<file path="config.mk">
export PLATFORM = sky130hd
export DESIGN_NAME = game_ctrl
export DESIGN_NICKNAME = d
export VERILOG_FILES = /design/src/rtl/game_ctrl.sv
export SDC_FILE = /design/constraint.sdc
export NUM_CORES = 1
export LEC_CHECK = 0
export CAP_MARGIN = 5
export CORE_ASPECT_RATIO = 0.8
export CORE_MARGIN = 4
export CORE_UTILIZATION = 47
export DETAILED_ROUTE_END_ITERATION = 10
export MAX_ROUTING_LAYER = met4
export PLACE_DENSITY_LB_ADDON = 0.15
export SLEW_MARGIN = 20
export SYNTH_ARGS = -nofsm -noshare
export SYNTH_HDL_FRONTEND = slang
export SYNTH_SLANG_ARGS = --single-unit
</file>
<file path="constraint.sdc">
create_clock -name clk -period 1.85 [get_ports clk]
set_input_delay 0.37 -clock clk [delete_from_list [all_inputs] [get_ports clk]]
set_output_delay 0.37 -clock clk [all_outputs]
set_load 0.05 [all_outputs]
</file>
<file path="src/rtl/game_ctrl.sv">
// Game-flow sequencer: turns debounced start/pause/end_game levels into run enable,
// a one-cycle datapath reset pulse, a pre-round countdown and session high-score tracking.
module game_ctrl #(
    parameter int COUNT_SECS = 3,
    parameter int CNT_W      = 2,
    parameter int SCORE_W    = 7
) (
    input  logic               clk,
    input  logic               rst,
    input  logic               start_btn,
    input  logic               pause_btn,
    input  logic               one_hz_clk,
    input  logic               end_game,
    input  logic [SCORE_W-1:0] score,
    output logic               run,
    output logic               game_rst,
    output logic [2:0]         state,
    output logic [CNT_W-1:0]   countdown,
    output logic [SCORE_W-1:0] high_score,
    output logic               new_high
);

    typedef enum logic [2:0] {
        IDLE      = 3'd0,
        COUNTDOWN = 3'd1,
        PLAY      = 3'd2,
        PAUSE     = 3'd3,
        OVER      = 3'd4
    } state_t;

    state_t st;

    logic start_q;
    logic pause_q;
    logic hz_q;
    logic start_rise;
    logic pause_rise;
    logic hz_rise;

    // Delayed copies keep loading during reset so a level held through reset is not an edge.
    always_ff @(posedge clk) begin
        start_q <= start_btn;
        pause_q <= pause_btn;
        hz_q    <= one_hz_clk;
    end

    assign start_rise = start_btn  & ~start_q;
    assign pause_rise = pause_btn  & ~pause_q;
    assign hz_rise    = one_hz_clk & ~hz_q;
    assign state      = st;

    always_ff @(posedge clk) begin
        if (!rst) begin
            st         <= IDLE;
            run        <= 1'b0;
            game_rst   <= 1'b0;
            countdown  <= '0;
            high_score <= '0;
            new_high   <= 1'b0;
        end else begin
            game_rst <= 1'b0;
            case (st)
                IDLE: begin
                    if (start_rise) begin
                        st        <= COUNTDOWN;
                        countdown <= CNT_W'(COUNT_SECS);
                        game_rst  <= 1'b1;
                    end
                end
                COUNTDOWN: begin
                    if (start_rise) begin
                        countdown <= CNT_W'(COUNT_SECS);
                        game_rst  <= 1'b1;
                    end else if (hz_rise) begin
                        if (countdown > CNT_W'(1)) begin
                            countdown <= countdown - CNT_W'(1);
                        end else begin
                            st        <= PLAY;
                            countdown <= '0;
                            run       <= 1'b1;
                        end
                    end
                end
                PLAY: begin
                    // Restart outranks end_game, so a simultaneous finish never scores.
                    if (start_rise) begin
                        st        <= COUNTDOWN;
                        countdown <= CNT_W'(COUNT_SECS);
                        game_rst  <= 1'b1;
                        run       <= 1'b0;
                    end else if (end_game) begin
                        st  <= OVER;
                        run <= 1'b0;
                        if (score > high_score) begin
                            high_score <= score;
                            new_high   <= 1'b1;
                        end else begin
                            new_high <= 1'b0;
                        end
                    end else if (pause_rise) begin
                        st  <= PAUSE;
                        run <= 1'b0;
                    end
                end
                PAUSE: begin
                    if (start_rise) begin
                        st        <= COUNTDOWN;
                        countdown <= CNT_W'(COUNT_SECS);
                        game_rst  <= 1'b1;
                    end else if (pause_rise) begin
                        st  <= PLAY;
                        run <= 1'b1;
                    end
                end
                OVER: begin
                    run <= 1'b0;
                    if (start_rise) begin
                        st        <= COUNTDOWN;
                        countdown <= CNT_W'(COUNT_SECS);
                        game_rst  <= 1'b1;
                        new_high  <= 1'b0;
                    end
                end
                default: begin
                    st        <= IDLE;
                    run       <= 1'b0;
                    countdown <= '0;
                end
            endcase
        end
    end

endmodule

</file>
Yosys cells after proc, flatten, opt, wreduce, memory -nomap -nowiden

Index checks and enable logic that the tools add are counted.

$add $sub $neg: 1
$mul: 0
Divide/modulo/power cells: 0
Magnitude comparators: 2
Equal/unequal tests: 17
Shifts and indexed selects: 0
Multiplexer cells: 30
Bitwise logic cells: 8
Reductions and logical operators: 11

Operators with widths:

| kind                 | number |
|---|---|
| $mux W3              | 9 |
| $ne A2 B2 Y1 const B | 8 |
| $mux W1              | 13 |
| $pmux W3 S4          | 1 |
| $mux W2              | 4 |
| $reduce_and A4 Y1    | 2 |
| $gt A7 B7 Y1         | 1 |
| $reduce_and A7 Y1    | 1 |
| $eq A3 B2 Y1 const B | 2 |
| $ne A3 B3 Y1 const B | 2 |
| $reduce_and A6 Y1    | 1 |
| $not A1 Y1           | 5 |
| $reduce_or A5 Y1     | 1 |
| $ne A2 B1 Y1 const B | 2 |
| $ne A4 B4 Y1 const B | 1 |
| $pmux W1 S4          | 1 |
| $pmux W2 S2          | 1 |
| $reduce_and A2 Y1    | 2 |
| $reduce_or A4 Y1     | 1 |
| $and A1 B1 Y1        | 3 |
| $eq A3 B1 Y1 const B | 1 |
| $eq A3 B3 Y1 const B | 1 |
| $logic_not A3 Y1     | 1 |
| $gt A2 B1 Y1 const B | 1 |
| 4 further kinds      | 4 |

Register bits: 18
Bits in latches: 0
RAM bits: 0
Memory bits (read-only): 0
Input port bits: 13
Output and inout port bits: 15
Logic and storage cells: 78
Memories: 0

Logic depth before layout (Yosys ltp)

Depth in word-level cells: 6
Mapped depth: 8
Gate-level depth less buffers: 7

Worst setup path after synthesis

OpenSTA, ideal clock, no wires.

Path kind: flip-flop to flip-flop
Start: register high_score[6]
End: register high_score[2]
Library setup time: 0.069 ns
Arrival time: 1.814 ns
Required time: 1.781 ns
Slack: -0.033 ns
Cell stages (with the launch flop): 9
Buffers on the path: 1
Clock period less this slack: 1.883 ns
Path through: dfxtp_1 inv_1 ha_1 a21oi_1 o21ai_0 o221ai_2 buf_6 nand3_1 o21ai_1

Word-level cells in the longest chain between the ends: 2

RTL lines:

| element                            | RTL line | source |
|---|---|---|
| from (decl)                        | 19       | `output logic [SCORE_W-1:0] high_score,` |
| from (signal assigned)             | 95       | `high_score <= score;` |
| $gt A7 B7 Y1                       | 94       | `if (score > high_score) begin` |
| $reduce_and A4 Y1 (no source line) | -        |  |

Every way passes these cells.
A chain may end at the register's enable or synchronous reset.

Final worst setup path

Start: register game_rst
End: output port game_rst

RTL lines:

| element                | RTL line | source |
|---|---|---|
| from (decl)            | 16       | `output logic game_rst,` |
| from (signal assigned) | 56       | `game_rst <= 1'b0;` |
| from (signal assigned) | 61       | `game_rst <= 1'b0;` |
| from (signal assigned) | 67       | `game_rst <= 1'b1;` |

No word-level cell between the ends.

==> run_results.csv <==
group,metric,value,unit
logic_synthesis,ys_warn_count,0,
global_route,grt-ovfl-total,0,
global_route,grt_pass1_vias,916,
cells_and_area,syn_to_final_growth,33.54,%
sta,rsz0062_at_grt,"false",
cells_and_area,fin_area,0.001375,mm2
logic_synthesis,syn-num-nets,143,
logic_synthesis,ys.flop_type,"dfxtp_1",
logic_synthesis,netlist.area_leader.share,34.99,%
sta,holdWs,472.1,ps
drt,vias,989,
setup_path,cp_cell_sequence,"clkdlybuf4s50_1",
sta,period_minus_slack,1782,ps
logic_synthesis,netlist_area,0.001030,mm2
clock_network,clock_sink_count,18,
setup_path,critPathRequiredTime,1480,ps
clock_network,htreeDepth,1,
clock_network,cts-buffers-inserted,3,
sta,tightest_slew,506.0,ps
floorplanning,io_pins,28,
clock_network,clock_path_buffers,2,
logic_synthesis,synth_area_leaders,"dfxtp_1 (35%), ha_1 (8.5%), nand3_1 (5.3%)",
global_route,grt_pass1_wl,3953,um
drt,wl_per_cell,13.04,um
place,dpl.hpwl,1812,um
global_route,grtUsageTotal,17.55,%
min_path,hold_class,"reg -> reg",
logic_synthesis,yosysMostFrequentCell,"dfxtp_1",
logic_synthesis,yosysUniqueCellTypes,34,
sta,period_share,96.30,%
sta,clock_skew,8.011,ps
setup_path,path_class,"reg -> out",
setup_path,cpPeakStageDelay,790,ps
logic_synthesis,yosysTopAreaCell,"dfxtp_1",
logic_synthesis,synth_edf_count,0,
setup_path,endpoint_kind,"output port",
cells_and_area,final_nets,177,
min_path,hold_start,"high_score[2]",
setup_path,critPathMaxFanout,1,
place,gp_congestion,0.8699,
cells_and_area,drive_gt1_share,20.51,%
drt,postRouteAntennaNets,0,
sta,relSlewSlack,66.21,%
clock_network,cts_setup_buffers,0,
power_and_ir_drop,p_leak,0.5988,nW
logic_synthesis,syn_inst,123,
power_and_ir_drop,p_per_area,692.7,mW/mm2
logic_synthesis,syn_avg_cell_area,8.372,um2
floorplanning,die-area,0.003008,mm2
drt,first_iter_violations,25,
clock_network,root_buffer,"clkbuf_4",
setup_path,cp.arrival,1410,ps
place,dpl-instance-area,0.001330,mm2
sta,max_freq,561.3,MHz
floorplanning,core,0.001979,mm2
drt,drc,0,
sta,drv_slew,0,
floorplanning,die_h,49.87,um
floorplanning,row_count,14,
setup_path,cp_top_family,"buffers and inverters",
logic_synthesis,synthTopCellsByCount,"dfxtp_1 (18), nand2_1 (13), nand3_1 (11)",
run,max_cap_viol_count,0,
setup_path,r2r-start,"high_score[3]",
floorplanning,initial_core_util,52.02,%
drt,dr.pass1.iters,5,
cells_and_area,antenna_cells,0,
global_route,antenna_found_initial,0,
global_route,grt_max_degree,24,
drt,vias_per_cell,5.494,
clock_network,cts_tree,"done",
place,port_buffers,27,
setup_path,path_buf_inv,1,
logic_synthesis,ys_seq_area_share,34.99,%
clock_network,postCtsHoldBufs,0,
logic_synthesis,async_reset_ff_share,0,%
clock_network,clk_pin_slew_worst_paths,110,ps
sta,setup_viol,0,
clock_network,clock_latency,300,ps
power_and_ir_drop,vdd_ir_drop_max,0.0006531,V
floorplanning,die_x,60.33,um
drt,finalWirelength,2347,um
outcome,outcome,"completed",
logic_synthesis,ys_seq_elements,18,
setup_path,cp_slowest_cell,"clkdlybuf4s50_1",
setup_path,cp-startpoint,"game_rst",
setup_path,cp-start-kind,"flop",
sta,hold_violations,0,
power breakdown:
group / total, mW / leakage [nW] / internal [mW] / switching (mW)
combinational: 0.269 / 0.429 / 0.116 / 0.153
sequential: 0.434 / 0.149 / 0.408 / 0.0261
clock: 0.249 / 0.0210 / 0.120 / 0.129
state kept, by name, indices dropped and copies added, names as in the netlist:
register / count
countdown: 2
new_high: 1
game_rst: 1
hz_q: 1
pause_q: 1
run: 1
high_score: 7
state: 3
start_q: 1
metrics by stage:
stage / setup slack, ps / TNS, ps / total power, mW / std cells / utilization [%]
floorplan: 0.5306 / 0 / 0.6141 / 123 / -
global placement: -118.0 / -755.2 / 0.7029 / 176 / 67.19
detailed placement: -180.5 / -1263 / 0.7113 / 176 / 67.19
CTS: 2.323 / 0 / 0.9660 / 180 / 69.03
global route: 14.69 / 0 / 1.021 / 180 / 69.47
finish: 68.36 / 0 / 0.9525 / 180 / 69.47
metal layers:
| metal | global-route usage, % | vias up | share of wire (%) |
|---|---|---|---|
| li1 | - | 505 | - |
| met1 | 22.64 | 454 | 49 |
| met2 | 26.98 | 23 | 44 |
| met3 | 4.961 | 7 | 6.0 |
| met4 | 4.059 | 0 | 1.0 |
| met5 | - | - | 0 |
worst min-delay path, cell delays in order (launching register included):
cell     delay (ps)
dfxtp_2         340
nand3_1          50
o21ai_1          50
layout make-up:
| class | count | area (um2) |
|---|---|---|
| inverter | 10 | 37.54 |
| tap | 24 | 30.03 |
| fill | 159 | 604.3 |
| multi-input combinational | 89 | 585.6 |
| timing repair buffer | 35 | 321.6 |
| clock buffer | 4 | 36.28 |
| sequential | 18 | 364.1 |
kinds of logic (layout without fill, tap and decap cells):
family,count (synthesis),after routing,share of synthesized area [%]
compound gates,31,31,19.08
buf+inv,16,49,8.141
simple gates,50,50,28.31
flops,18,18,34.99
mux,1,1,0.9721
fa+ha+maj,7,7,8.505
final timing paths:
path	cells past startpoint	to	slack (ps)
worst min register to register	2	high_score[2]	470
worst max-delay path	1	game_rst	70
worst min-delay path	2	high_score[2]	470
worst max register to register	8	high_score[2]	240
timing repair:
action,CTS,global route
resized for setup,0,3
hold endpoints to repair,0,0
endpoints found under the setup margin,0,3
cell usage in the layout (no fill, tap or decap), types with 6 or more instances in the layout:
master,instances
clkdlybuf4s50_1,13
nand2_1,13
buf_4,18
inv_1,10
nand3_1,11
ha_1,7
dfxtp_1,15
o21ai_1,7
a21oi_1,6
o21ai_0,7
Note: power is estimated with default switching activity, not from simulation.
